===== src/rtl/e1_rx_wb_packer.sv =====
// E1 RX timeslot packer: four timeslot bytes per 32-bit word, written to SPRAM
// over Wishbone through a small word FIFO, with multiframe-done signalling.
module e1_rx_wb_packer #(
    parameter int MFW      = 7,
    parameter int AW       = 14,
    parameter int FIFO_LOG = 2
) (
    input  logic           clk,
    input  logic           rst_n,
    input  logic           enable,
    input  logic [7:0]     in_data,
    input  logic [4:0]     in_ts,
    input  logic [3:0]     in_frame,
    input  logic [MFW-1:0] in_mf,
    input  logic           in_valid,
    output logic [AW-1:0]  wb_addr,
    output logic [31:0]    wb_wdata,
    output logic [3:0]     wb_wmsk,
    output logic           wb_we,
    output logic           wb_cyc,
    input  logic           wb_ack,
    output logic           mf_done,
    output logic [MFW-1:0] mf_done_idx,
    output logic           err_seq,
    output logic           err_ovf,
    input  logic           err_clr
);

    localparam int DEPTH = 1 << FIFO_LOG;
    localparam int EW    = AW + 33;

    typedef enum logic {
        S_IDLE,
        S_CYC
    } state_e;

    // Packer state
    logic [1:0]    exp_pos_q, exp_pos_d;
    logic [23:0]   part_q, part_d;
    logic [AW-1:0] addr_q, addr_d;
    logic          last_q, last_d;

    // Word FIFO: entry = {last, addr, data}
    logic [EW-1:0]       mem_q [DEPTH];
    logic [FIFO_LOG-1:0] wr_ptr_q, wr_ptr_d;
    logic [FIFO_LOG-1:0] rd_ptr_q, rd_ptr_d;
    logic [FIFO_LOG:0]   cnt_q, cnt_d;

    logic err_seq_q, err_seq_d;
    logic err_ovf_q, err_ovf_d;

    // Wishbone master
    state_e         state_q;
    logic           wb_cyc_q;
    logic [AW-1:0]  wb_addr_q;
    logic [31:0]    wb_wdata_q;
    logic           cur_last_q;
    logic           mf_done_q;
    logic [MFW-1:0] mf_done_idx_q;

    logic [1:0]    pos;
    logic          seq_set;
    logic          push;
    logic          push_ok;
    logic          pop;
    logic          full;
    logic          empty;
    logic [EW-1:0] push_entry;
    logic [EW-1:0] head;

    assign pos   = in_ts[1:0];
    assign full  = (cnt_q == DEPTH[FIFO_LOG:0]);
    assign empty = (cnt_q == '0);
    assign pop   = (state_q == S_CYC) && wb_ack;
    assign head  = mem_q[rd_ptr_q];

    assign push_entry = {last_q, addr_q, in_data, part_q};

    always_comb begin
        exp_pos_d = exp_pos_q;
        part_d    = part_q;
        addr_d    = addr_q;
        last_d    = last_q;
        seq_set   = 1'b0;
        push      = 1'b0;
        if (!enable) begin
            exp_pos_d = 2'd0;
            part_d    = '0;
        end else if (in_valid) begin
            if (pos != exp_pos_q) begin
                seq_set = 1'b1;
            end
            if (pos == exp_pos_q || pos == 2'd0) begin
                unique case (pos)
                    2'd0: begin
                        part_d    = {16'h0, in_data};
                        addr_d    = {in_mf, in_frame, in_ts[4:2]};
                        last_d    = (in_frame == 4'hF) && (in_ts[4:2] == 3'h7);
                        exp_pos_d = 2'd1;
                    end
                    2'd1: begin
                        part_d[15:8] = in_data;
                        exp_pos_d    = 2'd2;
                    end
                    2'd2: begin
                        part_d[23:16] = in_data;
                        exp_pos_d     = 2'd3;
                    end
                    2'd3: begin
                        push      = 1'b1;
                        exp_pos_d = 2'd0;
                    end
                endcase
            end else begin
                // Mid-word gap: drop the partial word and hunt for pos 0
                part_d    = '0;
                exp_pos_d = 2'd0;
            end
        end
    end

    always_comb begin
        push_ok  = push && (!full || pop);
        wr_ptr_d = wr_ptr_q;
        rd_ptr_d = rd_ptr_q;
        cnt_d    = cnt_q;
        if (push_ok) begin
            wr_ptr_d = wr_ptr_q + 1'b1;
        end
        if (pop) begin
            rd_ptr_d = rd_ptr_q + 1'b1;
        end
        if (push_ok && !pop) begin
            cnt_d = cnt_q + 1'b1;
        end else if (!push_ok && pop) begin
            cnt_d = cnt_q - 1'b1;
        end
        err_seq_d = (err_seq_q && !err_clr) || seq_set;
        err_ovf_d = (err_ovf_q && !err_clr) || (push && !push_ok);
    end

    always_ff @(posedge clk or negedge rst_n) begin
        if (!rst_n) begin
            exp_pos_q <= 2'd0;
            part_q    <= '0;
            addr_q    <= '0;
            last_q    <= 1'b0;
            wr_ptr_q  <= '0;
            rd_ptr_q  <= '0;
            cnt_q     <= '0;
            err_seq_q <= 1'b0;
            err_ovf_q <= 1'b0;
            for (int i = 0; i < DEPTH; i++) begin
                mem_q[i] <= '0;
            end
        end else begin
            exp_pos_q <= exp_pos_d;
            part_q    <= part_d;
            addr_q    <= addr_d;
            last_q    <= last_d;
            wr_ptr_q  <= wr_ptr_d;
            rd_ptr_q  <= rd_ptr_d;
            cnt_q     <= cnt_d;
            err_seq_q <= err_seq_d;
            err_ovf_q <= err_ovf_d;
            if (push_ok) begin
                mem_q[wr_ptr_q] <= push_entry;
            end
        end
    end

    // Head stays in the FIFO until acked, so a stalled cycle occupies a slot
    always_ff @(posedge clk or negedge rst_n) begin
        if (!rst_n) begin
            state_q       <= S_IDLE;
            wb_cyc_q      <= 1'b0;
            wb_addr_q     <= '0;
            wb_wdata_q    <= '0;
            cur_last_q    <= 1'b0;
            mf_done_q     <= 1'b0;
            mf_done_idx_q <= '0;
        end else begin
            mf_done_q <= 1'b0;
            unique case (state_q)
                S_IDLE: begin
                    if (!empty) begin
                        state_q    <= S_CYC;
                        wb_cyc_q   <= 1'b1;
                        wb_addr_q  <= head[AW+31:32];
                        wb_wdata_q <= head[31:0];
                        cur_last_q <= head[AW+32];
                    end
                end
                S_CYC: begin
                    if (wb_ack) begin
                        state_q  <= S_IDLE;
                        wb_cyc_q <= 1'b0;
                        if (cur_last_q) begin
                            mf_done_q     <= 1'b1;
                            mf_done_idx_q <= wb_addr_q[AW-1:7];
                        end
                    end
                end
                default: begin
                    state_q  <= S_IDLE;
                    wb_cyc_q <= 1'b0;
                end
            endcase
        end
    end

    assign wb_cyc      = wb_cyc_q;
    assign wb_we       = wb_cyc_q;
    assign wb_wmsk     = 4'h0;
    assign wb_addr     = wb_addr_q;
    assign wb_wdata    = wb_wdata_q;
    assign mf_done     = mf_done_q;
    assign mf_done_idx = mf_done_idx_q;
    assign err_seq     = err_seq_q;
    assign err_ovf     = err_ovf_q;

endmodule


===== config.mk =====
export PLATFORM = sky130hd
export DESIGN_NAME = e1_rx_wb_packer
export DESIGN_NICKNAME = d
export VERILOG_FILES = /design/src/rtl/e1_rx_wb_packer.sv
export SDC_FILE = /design/constraint.sdc
export NUM_CORES = 1
export LEC_CHECK = 0
export BUFFER_PORTS_ARGS = -buffer_cell sky130_fd_sc_hd__buf_2
export CAP_MARGIN = 20
export CELL_PAD_IN_SITES_DETAIL_PLACEMENT = 1
export CELL_PAD_IN_SITES_GLOBAL_PLACEMENT = 2
export CORE_AREA = 2 2 229 231
export CTS_BUF_LIST = sky130_fd_sc_hd__clkbuf_2 sky130_fd_sc_hd__clkbuf_4 sky130_fd_sc_hd__clkbuf_8
export CTS_CLUSTER_DIAMETER = 100
export DETAILED_ROUTE_END_ITERATION = 10
export DIE_AREA = 0 0 231 233
export PLACE_DENSITY_LB_ADDON = 0.1
export SLEW_MARGIN = 0
export SYNTH_ARGS = -nofsm -noshare
export SYNTH_HDL_FRONTEND = slang
export SYNTH_SLANG_ARGS = --single-unit

===== constraint.sdc =====
create_clock -name clk -period 2.15 [get_ports clk]
set_clock_uncertainty 0.05 [all_clocks]
set_input_delay 0.215 -clock clk [delete_from_list [all_inputs] [get_ports clk]]
set_output_delay 0.215 -clock clk [all_outputs]
set_load 0.05 [all_outputs]

## Yosys cells after proc, flatten, opt, wreduce, memory -nomap -nowiden

Cells that the tools add are included.

- Flip-flop bits (word level): 295
- Latch bits: 0
- Memory bits (writable): 0
- Bits in read-only memories: 0
- Bits of input ports: 30
- Output and inout bits: 62
- Memories kept: 0

- Add/subtract/negate cells: 4
- $mul: 0
- Div/mod/pow operators: 0
- $lt $le $gt $ge: 3
- Equal/unequal tests: 14
- Shift-type cells: 0
- Muxes and demuxes: 34
- Bitwise gates (word level): 4
- Reductions and logical operators: 27

Operator list:

| cell | number |
|---|---|
| $bwmux W188 | 1 |
| $mux W47 | 3 |
| $bmux W47 S2 | 1 |
| $demux W47 S2 | 1 |
| $mux W24 | 3 |
| $pmux W8 S2 | 2 |
| $mux W1 | 14 |
| $reduce_and A2 Y1 | 5 |
| $logic_and A1 B1 Y1 | 9 |
| $mux W8 | 1 |
| $ne A4 B3 Y1 const B | 2 |
| $pmux W2 S4 | 1 |
| $eq A3 B3 Y1 const B | 2 |
| $ge A3 B3 Y1 const B | 2 |
| $mux W2 | 3 |
| $mux W3 | 2 |
| $not A2 Y3 | 2 |
| $add A2 B1 Y2 const B | 2 |
| $eq A2 B2 Y1 const B | 2 |
| $eq A4 B4 Y1 const B | 1 |
| $logic_not A1 Y1 | 4 |
| $logic_or A1 B1 Y1 | 4 |
| $ne A2 B2 Y1 const B | 2 |
| $pmux W1 S2 | 2 |
| other kinds (14) | 15 |

## Depth between registers and ports, before layout

Gate-level depths: netlist (run 1).

- Depth in word-level cells: 10
- Gate-level depth with buffers: 12
- Mapped depth without buffers: 11

## Worst setup path after synthesis (run 1)

No wires, ideal clock.

- Kind: register to register
- Start: reg exp_pos_q[0]
- End: reg cnt_q[2]
- Arrival: 2.078 ns
- Required time: 2.021 ns
- Setup slack: -0.057 ns
- Stages on the path, launching flop included: 12
- Path buffers: 1
- Path through: dfrtp_1 > xor2_1 > o21bai_2 > buf_6 > nand3_1 > inv_1 > ha_1 > inv_1 > fa_1 > xor2_1 > nor2_1 > xor2_1

- Cells in the longest elaborated chain, start to end: 9
- Elaborated cells on any way between the ends: 11

Ends and longest elaborated chain:

| item | RTL line | text |
|---|---|---|
| from (decl) | 38 | `logic [1:0] exp_pos_q, exp_pos_d;` |
| from (signal assigned) | 157 | `exp_pos_q <= exp_pos_d;` |
| $eq A2 B2 Y1 (*) | 93 | `if (pos == exp_pos_q \|\| pos == 2'd0) begin` |
| $logic_or A1 B1 Y1 (*) | 93 |  |
| $mux W1 (*) | 93 |  |
| $mux W1 (*) | 89 | `end else if (in_valid) begin` |
| $mux W1 (*) | 86 | `if (!enable) begin` |
| $logic_and A1 B1 Y1 (*) | 123 | `push_ok = push && (!full \|\| pop);` |
| via push_ok | 64 | `logic push_ok;` |
| $logic_not A1 Y1 | 135 | `end else if (!push_ok && pop) begin` |
| $logic_and A1 B1 Y1 | 135 |  |
| $reduce_bool A2 Y1 (no line) | -- |  |
| to (signal assigned) | 163 | `cnt_q <= cnt_d;` |
| to (decl) | 47 | `logic [FIFO_LOG:0] cnt_q, cnt_d;` |

The timed path passes the listed nets; every way through them passes the cells marked *.
A chain may end at the register's enable or synchronous reset.

## Worst setup path in the final report (run 1)

Same ends and word-level chain as after synthesis.

==> results_dict.tcl, run 1 <==
set metrics [dict create \
    worst_hold_slack_ns 0.0565 \
    max-slew-margin-rel_pct 63.7 \
    outcome "finished clean" \
    final.period_utilization_pct 96.2 \
    register_area_um2 7390 \
    synth_cells 790 \
    clock_sinks 295 \
    busiest_layer "met2" \
    grt_pass1_wl_mm 51.6 \
    fin_crit_ns 2.07 \
    cts_buffers 59 \
    crit_fanout 3 \
    nFillCells 5372 \
    fin_util_pct 31.2 \
    seq_area_frac_synth_pct 57.8 \
    ios 92 \
    synth.most_common_cell "dfrtp_1" \
    grt_start_max_net_pins 73 \
    grt_use_total_pct 12.7 \
    start_util_pct 25.0 \
    reg2reg_slack_ns 0.08 \
    power_leakage_nw 7.90 \
    seqPwrFrac_pct 40.7 \
    dieArea_um2 53800 \
    met1_usage_pct 17.3 \
    grt_use_met3_pct 3.06 \
    placed_cells 1555 \
    r2r_end "cnt_q[2]$_DFFE_PN0P_" \
    worstPathRequired_ns 2.61 \
    end_kind "flip-flop" \
    power_mw 17.5 \
    async_flop_share_pct 100 \
    p_comb_share_pct 24.6 \
    htree_levels 2 \
    ys_types 37 \
    syn_area_um2 12800 \
    clk_pin_slew_worst_paths_ns 0.06 \
    hold_viol_final 0 \
    syn_avg_cell_area_um2 16.2 \
    antenna_left 0 \
    finalSetupViolCount 0 \
    setup_ws_ns 0.0823 \
    die_h_um 233 \
    overflow 0 \
    p_clk_share_pct 34.7 \
    synth_top_area_share_pct 57.8 \
    multi_input_area_um2 5050 \
    place_ws_ns -0.0424 \
    io_buffers 87 \
    rsz0062_at_grt "yes" \
    routed_via_density 4.28 \
    startpoint_type "flip-flop" \
    clockBufferDepth 3 \
    yosys_register_bits 295 \
    drt_iter0_drc 192 \
    drc_errors 0 \
    synth_warnings 0 \
    min_path_type "input pin to asynchronous set/reset pin" \
    fin_cells 1693 \
    synthTopCellsByCount "dfrtp_1 (295), mux2_2 (203), mux4_2 (47)" \
    ff2ff_path_depth 10 \
    cts-root-buf "clkbuf_8" \
    irDropWorstVdd_v 0.000446 \
    grt.met2_usage_pct 19.8 \
    switching_share_pct 31.5 \
    grt_pass1_vias 8098 \
    area_growth_pct 24.7 \
    synth_edf_count 0 \
    core_um2 51100 \
    path_class "flip-flop to flip-flop" \
    max_freq_ghz 0.484 \
    dp_hpwl_mm 20.7 \
    synth_area_leader_cell "dfrtp_1" \
    finalMaxSlewViolations 0 \
    drv_cap 0 \
    tightest_slew_ns 0.545 \
    switchingPower_mw 5.50 \
    antenna_found_initial 1 \
    detail_route.wl_per_cell_um 19.4 \
    r2r_start "exp_pos_q[0]$_DFFE_PN0P_" \
    netlist_top_cells_area "dfrtp_1 (58%), mux2_2 (18%), mux4_2 (8.3%), mux2_4 (4.5%), mux2_1 (2.2%)" \
    place_congestion 0.710 \
    internal_power_mw 12.0 \
    p_per_area_nw_per_um2 1100 \
    first_pass_iters 7 \
    synth_flop_cell "dfrtp_1" \
    tritoncts "built" \
    wl_mm 32.8 \
    clk-insertion-delay-late_ns 0.65 \
    critPathArrivalTime_ns 2.53 \
    drive_gt1_share_pct 53.9 \
    fp.dieW_um 231 \
    nNetsFinal 1008 \
    rows 83 \
    vias 7250 \
]
==> worst max path at each step <==
stage,end,from,slack (ns)
detailed placement,part_q[13]$_DFFE_PN0P_,in_ts[0],-0.04
finish,cnt_q[2]$_DFFE_PN0P_,exp_pos_q[0]$_DFFE_PN0P_,0.08
floorplan,cnt_q[2]$_DFFE_PN0P_,exp_pos_q[1]$_DFFE_PN0P_,0.007
CTS,cnt_q[2]$_DFFE_PN0P_,exp_pos_q[1]$_DFFE_PN0P_,0.01
global placement,part_q[13]$_DFFE_PN0P_,in_ts[1],-0.05
global route,cnt_q[2]$_DFFE_PN0P_,exp_pos_q[0]$_DFFE_PN0P_,-0.05
==> timing repair <==
item / in CTS / in global routing
pin swaps: 0 / 5
setup endpoints to repair: 2 / 3
hold endpoints to repair: 367 / 0
hold buffers: 29 / 0
setup buffers: 0 / 2
gates resized for setup: 1 / 4
==> critical path: stages (launching register included) <==
cell,delay (ns)
dfrtp_1,0.41
xor2_2,0.21
o21bai_4,0.22
nand3_4,0.10
inv_2,0.08
ha_4,0.13
inv_2,0.03
fa_2,0.32
xor2_1,0.15
nor2_1,0.07
xor2_1,0.16
==> logic make-up (layout without fill, tap and decap cells) <==
kind of cell | count (synthesis) | after routing | synth area share [%]
flip-flops | 295 | 295 | 57.8
XOR/XNOR | 8 | 8 | 0.549
AO/OA/AOI/OAI | 22 | 22 | 1.11
other | 1 | 5 | 0.0294
buffers and inverters | 71 | 290 | 3.24
multiplexers | 322 | 322 | 33.6
AND/OR/NAND/NOR | 60 | 60 | 2.55
adder cells (fa/ha/maj) | 11 | 11 | 1.14
==> registers in the layout, indices dropped and copies added, names as in the netlist <==
signal	flops
addr_q	14
wb_cyc	1
cnt_q	3
mf_done	1
mf_done_idx	7
exp_pos_q	2
err_seq	1
last_q	1
err_ovf	1
state_q	1
wb_addr	14
rd_ptr_q	2
wb_wdata	32
mem_q	188
cur_last_q	1
wr_ptr_q	2
part_q	24
==> cell type report <==
cell class | count | area share [%]
antenna | 1 | 0.0157
clock inverter | 7 | 0.275
tap | 680 | 5.34
timing repair buffer | 166 | 8.18
inverter | 18 | 0.424
sequential | 295 | 46.4
clock buffer | 99 | 7.61
multi-input combinational | 427 | 31.7
==> placed cells by master, fill, tap and decap left out, types with 24 or more instances in the layout <==
master and count:
mux2_1 25, dfrtp_1 293, buf_2 86, mux4_2 47, mux2_2 203, mux2_4 38
clkbuf_4 24, clkbuf_8 75, buf_4 34, dlygate4sd3_1 29
==> routing by layer <==
metal | up-vias | wire length [µm] | part of all wire, %
li1 | 3246 | - | -
met1 | 3808 | 15500 | 47
met2 | 131 | 15100 | 46
met3 | 65 | 1450 | 4.4
met4 | 0 | 784 | 2.4
met5 | - | 0 | 0
==> power groups by stage <==
| stage | combinational [mW] | clock, mW | sequential, mW |
|---|---|---|---|
| floorplan | 2.44 | 0 | 7.65 |
| global placement | 4.33 | 0 | 7.22 |
| detailed placement | 4.37 | 0 | 7.22 |
| CTS | 4.42 | 6.37 | 7.14 |
| global route | 4.63 | 6.63 | 7.26 |
| finish | 4.29 | 6.06 | 7.11 |
==> metrics by stage <==
step	area (µm²)	setup TNS, ns
after floorplan	12800	0
after global placement	14300	-0.853
after detailed placement	14300	-1.16
after CTS	15900	0
after global routing	15900	-0.0457
final	15900	0
Note: power is estimated with default switching activity, not from simulation.
==> run 2: changes to the inputs <==
--- a/config.mk
+++ b/config.mk
@@ -9,11 +9,11 @@
 export CAP_MARGIN = 20
 export CELL_PAD_IN_SITES_DETAIL_PLACEMENT = 1
 export CELL_PAD_IN_SITES_GLOBAL_PLACEMENT = 2
-export CORE_AREA = 2 2 229 231
+export CORE_AREA = 2 2 178 180
 export CTS_BUF_LIST = sky130_fd_sc_hd__clkbuf_2 sky130_fd_sc_hd__clkbuf_4 sky130_fd_sc_hd__clkbuf_8
 export CTS_CLUSTER_DIAMETER = 100
 export DETAILED_ROUTE_END_ITERATION = 10
-export DIE_AREA = 0 0 231 233
+export DIE_AREA = 0 0 180 182
 export PLACE_DENSITY_LB_ADDON = 0.1
 export SLEW_MARGIN = 0
 export SYNTH_ARGS = -nofsm -noshare
==> results_dict.tcl, run 2 (synthesis results as in run 1) <==
set metrics [dict create \
    outcome "finished clean" \
    dieArea_um2 32800 \
    layout_commonest_cell "dfrtp_1" \
    fin_crit_ns 2.08 \
    detail_route.wl_per_cell_um 21.3 \
    p_clk_share_pct 31.8 \
    p_comb_share_pct 25.6 \
    final_cell_mix "dfrtp_1 (293), mux2_2 (203), buf_2 (86)" \
    internal_power_mw 11.6 \
    first_pass_iters 4 \
    area_growth_pct 20.1 \
    busiest_layer "met2" \
    switching_share_pct 30.9 \
    irDropWorstVdd_v 0.000603 \
    hold_viol_final 0 \
    overflow 0 \
    top_register "mem_q" \
    switchingPower_mw 5.18 \
    seqPwrFrac_pct 42.5 \
    drt_iter0_drc 251 \
    ff2ff_path_depth 10 \
    multi_input_area_um2 5030 \
    finalSetupViolCount 0 \
    drv_cap 0 \
    clockBufferDepth 3 \
    cts_buffers 52 \
    clk_pin_slew_worst_paths_ns 0.06 \
    fp.dieW_um 180 \
    r2r_start "exp_pos_q[0]$_DFFE_PN0P_" \
    rows 65 \
    max_freq_ghz 0.481 \
    fin_util_pct 49.5 \
    tritoncts "built" \
    antenna_left 0 \
    diodes 0 \
    grt_start_max_net_pins 71 \
    drc_errors 0 \
    crit_fanout 3 \
    end_kind "flip-flop" \
    register_area_um2 7390 \
    wl_mm 29.7 \
    p_per_area_nw_per_um2 1090 \
    nFillCells 2976 \
    nNetsFinal 995 \
    io_buffers 87 \
    place_congestion 0.749 \
    min_path_type "input pin to asynchronous set/reset pin" \
    grt_pass1_wl_mm 48.6 \
    drive_gt1_share_pct 52.8 \
    clk-insertion-delay-late_ns 0.57 \
    critical_path.startpoint "exp_pos_q[0]$_DFFE_PN0P_" \
    clock_sinks 295 \
    rsz0062_at_grt "yes" \
    cts-root-buf "clkbuf_8" \
    dp_hpwl_mm 19.3 \
    r2r_end "cnt_q[2]$_DFFE_PN0P_" \
    core_um2 31000 \
    largest_register_ffs 188 \
    power_leakage_nw 7.79 \
    final.period_utilization_pct 96.8 \
    antenna_found_initial 0 \
    grt_use_met3_pct 3.31 \
    critPathArrivalTime_ns 2.52 \
    place_ws_ns -0.0163 \
    vias 7177 \
    grt_use_total_pct 18.9 \
    htree_levels 2 \
    grt_pass1_vias 8484 \
    max-slew-margin-rel_pct 59.0 \
    ios 92 \
    start_util_pct 41.2 \
    tightest_slew_ns 0.613 \
    routed_via_density 5.16 \
    setup_ws_ns 0.0696 \
    worstPathRequired_ns 2.59 \
    met1_usage_pct 24.2 \
    finalMaxSlewViolations 0 \
    grt.met2_usage_pct 32.6 \
    startpoint_type "flip-flop" \
    die_h_um 182 \
    path_class "flip-flop to flip-flop" \
    reg2reg_slack_ns 0.07 \
]
[run 2: cell types whose count changed in the layout (fill, tap and decap cells not counted), sizes merged]
cell	delta
dlygate4sd3	-2
clkinvlp	-2
buf	-4
clkbuf	-14
diode	-1
[run 2: critical path, stage by stage (launching register included)]
cell	delay, ns
dfrtp_1	0.41
xor2_2	0.18
o21bai_2	0.23
nand3_4	0.11
inv_2	0.06
ha_2	0.16
inv_1	0.05
fa_2	0.33
xor2_1	0.14
nor2_1	0.12
xor2_1	0.16
[run 2: layout make-up]
cell class / instances / area share (%)
Sequential cell: 295 / 48.2
Multi-Input combinational cell: 427 / 32.8
Timing Repair Buffer: 160 / 8.20
Clock buffer: 85 / 6.93
Tap cell: 402 / 3.28
Inverter: 18 / 0.440
Clock inverter: 5 / 0.188
[run 2: what timing repair did]
action	4_1_cts	5_1_grt
hold buffers	27	0
setup buffers	0	2
resized for setup	0	7
setup endpoints to repair	0	98
endpoints found under the hold margin	311	0
[run 2: layer usage]
| metal | routed length (µm) | share of wire, % | up-vias |
|---|---|---|---|
| met5 | 0 | 0 | - |
| met3 | 940 | 3.2 | 66 |
| met2 | 15000 | 50 | 129 |
| li1 | - | - | 3200 |
| met1 | 12900 | 43 | 3782 |
| met4 | 850 | 2.9 | 0 |
[run 2: how the worst max path moves through the flow]
stage / end / slack (ns) / depth (start not counted)
4_1_cts: cnt_q[2]$_DFFE_PN0P_ / 0.02 / 10
5_1_grt: cnt_q[2]$_DFFE_PN0P_ / -0.07 / 10
3_5_place_dp: mem_q[29]$_DFFE_PN0P_ / -0.02 / 8
6_report: cnt_q[2]$_DFFE_PN0P_ / 0.07 / 10
2_1_floorplan: cnt_q[2]$_DFFE_PN0P_ / 0.007 / 11
3_3_place_gp: part_q[13]$_DFFE_PN0P_ / 0.06 / 7
[run 2: power by group through the flow]
| stage | clock [mW] | combinational, mW | sequential (mW) |
|---|---|---|---|
| after floorplan | 0 | 2.44 | 7.65 |
| after global placement | 0 | 4.24 | 7.13 |
| after detailed placement | 0 | 4.34 | 7.24 |
| after CTS | 5.53 | 4.39 | 7.15 |
| after global routing | 5.81 | 4.62 | 7.27 |
| final | 5.34 | 4.30 | 7.13 |
[run 2: metrics by stage]
step           instance area, µm²  TNS (ns)  instances  hold WS, ns  power (mW)
2_1_floorplan               12800         0        793       -0.131        10.1
3_3_place_gp                13900         0       1273       0.0950        11.4
3_5_place_dp                13900    -0.130       1273       0.0972        11.6
4_1_cts                     15300         0       1390       0.0673        17.1
5_1_grt                     15300   -0.0876       1392       0.0970        17.7
6_report                    15300         0       1392       0.0806        16.8
==> run 3: changes to the inputs <==
--- a/config.mk
+++ b/config.mk
@@ -9,11 +9,12 @@
 export CAP_MARGIN = 20
 export CELL_PAD_IN_SITES_DETAIL_PLACEMENT = 1
 export CELL_PAD_IN_SITES_GLOBAL_PLACEMENT = 2
-export CORE_AREA = 2 2 178 180
+export CORE_AREA = 2 2 163 165
 export CTS_BUF_LIST = sky130_fd_sc_hd__clkbuf_2 sky130_fd_sc_hd__clkbuf_4 sky130_fd_sc_hd__clkbuf_8
 export CTS_CLUSTER_DIAMETER = 100
+export CTS_CLUSTER_SIZE = 12
 export DETAILED_ROUTE_END_ITERATION = 10
-export DIE_AREA = 0 0 180 182
+export DIE_AREA = 0 0 165 167
 export PLACE_DENSITY_LB_ADDON = 0.1
 export SLEW_MARGIN = 0
 export SYNTH_ARGS = -nofsm -noshare
==> constraint.sdc (replaced) <==
create_clock -name clk -period 2.52 [get_ports clk]
set_clock_uncertainty 0.05 [all_clocks]
set_input_delay 0.252 -clock clk [delete_from_list [all_inputs] [get_ports clk]]
set_output_delay 0.252 -clock clk [all_outputs]
set_load 0.05 [all_outputs]
==> results_dict.tcl, run 3 (synthesis results as in run 1) <==
set metrics [dict create \
    detail_route.wl_per_cell_um 22.7 \
    min_to "part_q[4]$_DFFE_PN0P_" \
    end_kind "flip-flop" \
    overflow 0 \
    drc_errors 0 \
    max-slew-margin-rel_pct 60.8 \
    fin_crit_ns 2.36 \
    fin_util_pct 55.7 \
    ios 92 \
    core_um2 25800 \
    worstPathRequired_ns 2.97 \
    r2r_end "cnt_q[2]$_DFFE_PN0P_" \
    wl_mm 28.3 \
    path_class "flip-flop to flip-flop" \
    clockBufferDepth 3 \
    grt_pass1_wl_mm 46.3 \
    clock_sinks 295 \
    final_cell_mix "dfrtp_1 (293), mux2_2 (203), buf_2 (86)" \
    r2r_start "exp_pos_q[0]$_DFFE_PN0P_" \
    htree_levels 1 \
    grt_pass1_vias 8194 \
    p_per_area_nw_per_um2 846 \
    grt_start_max_net_pins 69 \
    place_congestion 0.773 \
    worst_hold_slack_ns 0.0185 \
    finalSetupViolCount 0 \
    whs_path_depth 3 \
    diodes 0 \
    layout_commonest_cell "dfrtp_1" \
    die_h_um 167 \
    startpoint_type "flip-flop" \
    max_freq_ghz 0.424 \
    start_util_pct 49.6 \
    dieArea_um2 27600 \
    hold_viol_final 0 \
    vias 7034 \
    tns_ns 0 \
    antenna_left 0 \
    cts-root-buf "clkbuf_8" \
    routed_via_density 5.65 \
    clk-insertion-delay-late_ns 0.58 \
    finalMaxSlewViolations 0 \
    crit_fanout 5 \
    post_cts_buffers 0 \
    grt_use_total_pct 21.7 \
    cts_buffers 28 \
    tritoncts "built" \
    nNetsFinal 949 \
    final.period_utilization_pct 93.7 \
    rows 59 \
    tightest_slew_ns 0.588 \
    top_register "mem_q" \
    first_pass_iters 4 \
    min_path_type "input pin to flip-flop" \
    rsz0062_at_grt "no" \
    drive_gt1_share_pct 48.2 \
    area_growth_pct 12.5 \
    antenna_found_initial 0 \
    io_buffers 87 \
    power_leakage_nw 7.31 \
    fp.dieW_um 165 \
    largest_register_ffs 188 \
    drt_iter0_drc 298 \
    dp_hpwl_mm 18.1 \
    drv_cap 0 \
    outcome "finished clean" \
    critPathArrivalTime_ns 2.81 \
    irDropWorstVdd_v 0.000490 \
    ff2ff_path_depth 10 \
    reg2reg_slack_ns 0.16 \
    min_from "in_data[4]" \
    clk_pin_slew_worst_paths_ns 0.08 \
]
==> run 3: changes by cell type in the layout (fill, tap and decap cells not counted), moves of 2 or more <==
cell / delta
xor2_1: +2
buf_6: -4
clkbuf_4: -15
clkbuf_8: -39
buf_4: -15
xor2_2: -2
dlygate4sd3_1: -2
clkinv_2: -4
==> run 3: layout make-up <==
cell class | count | area (µm²)
Clock buffer | 31 | 414
Clock inverter | 1 | 7.51
Fill cell | 2447 | 11400
Inverter | 18 | 67.6
Multi-Input combinational cell | 427 | 5000
Sequential cell | 295 | 7390
Tap cell | 335 | 419
Timing Repair Buffer | 138 | 1070
==> run 3: power by group <==
| group | switching [mW] | total (mW) | internal (mW) |
|---|---|---|---|
| combinational | 1.98 | 3.56 | 1.58 |
| clock | 1.53 | 2.59 | 1.06 |
| sequential | 0.499 | 6.00 | 5.50 |
==> run 3: what timing repair did <==
item | in CTS | in global routing
hold buffers | 25 | 0
gates resized for setup | 0 | 0
hold endpoints to repair | 109 | 0
==> run 3: worst max-delay path, cell delays in order, from the launching register on <==
cell,delay (ns)
dfrtp_1,0.44
xor2_1,0.20
o21bai_2,0.19
nand3_1,0.16
inv_1,0.10
ha_1,0.20
inv_1,0.07
fa_1,0.41
xor2_1,0.16
nor2_1,0.13
xor2_1,0.18
==> run 3: through the flow <==
stage	area, µm²	setup slack (ns)	total power, mW	std cells
detailed placement	13700	0.0857	9.69	1188
floorplan	12800	0.313	8.60	793
global placement	13700	0.247	9.48	1188
CTS	14400	0.163	12.3	1245
global route	14400	0.0236	12.8	1245
finish	14400	0.159	12.2	1245
==> run 3: worst max-delay path by stage <==
| stage | to | slack [ns] | startpoint |
|---|---|---|---|
| final | cnt_q[2]$_DFFE_PN0P_ | 0.16 | exp_pos_q[0]$_DFFE_PN0P_ |
| after global placement | cnt_q[1]$_DFFE_PN0P_ | 0.25 | in_ts[0] |
| after global routing | cnt_q[2]$_DFFE_PN0P_ | 0.02 | exp_pos_q[0]$_DFFE_PN0P_ |
| after detailed placement | cnt_q[2]$_DFFE_PN0P_ | 0.09 | in_ts[0] |
| after floorplan | cnt_q[2]$_DFFE_PN0P_ | 0.31 | exp_pos_q[0]$_DFFE_PN0P_ |
| after CTS | cnt_q[2]$_DFFE_PN0P_ | 0.16 | exp_pos_q[0]$_DFFE_PN0P_ |
==> run 3: metal layers <==
layer  global-route usage, %  up-vias  part of all wire, %
li1                        -     3080                    -
met2                    38.4      107                   52
met5                       0        -                    0
met4                    4.88        0                  1.8
met3                    2.79       38                  3.5
met1                    28.6     3809                   42
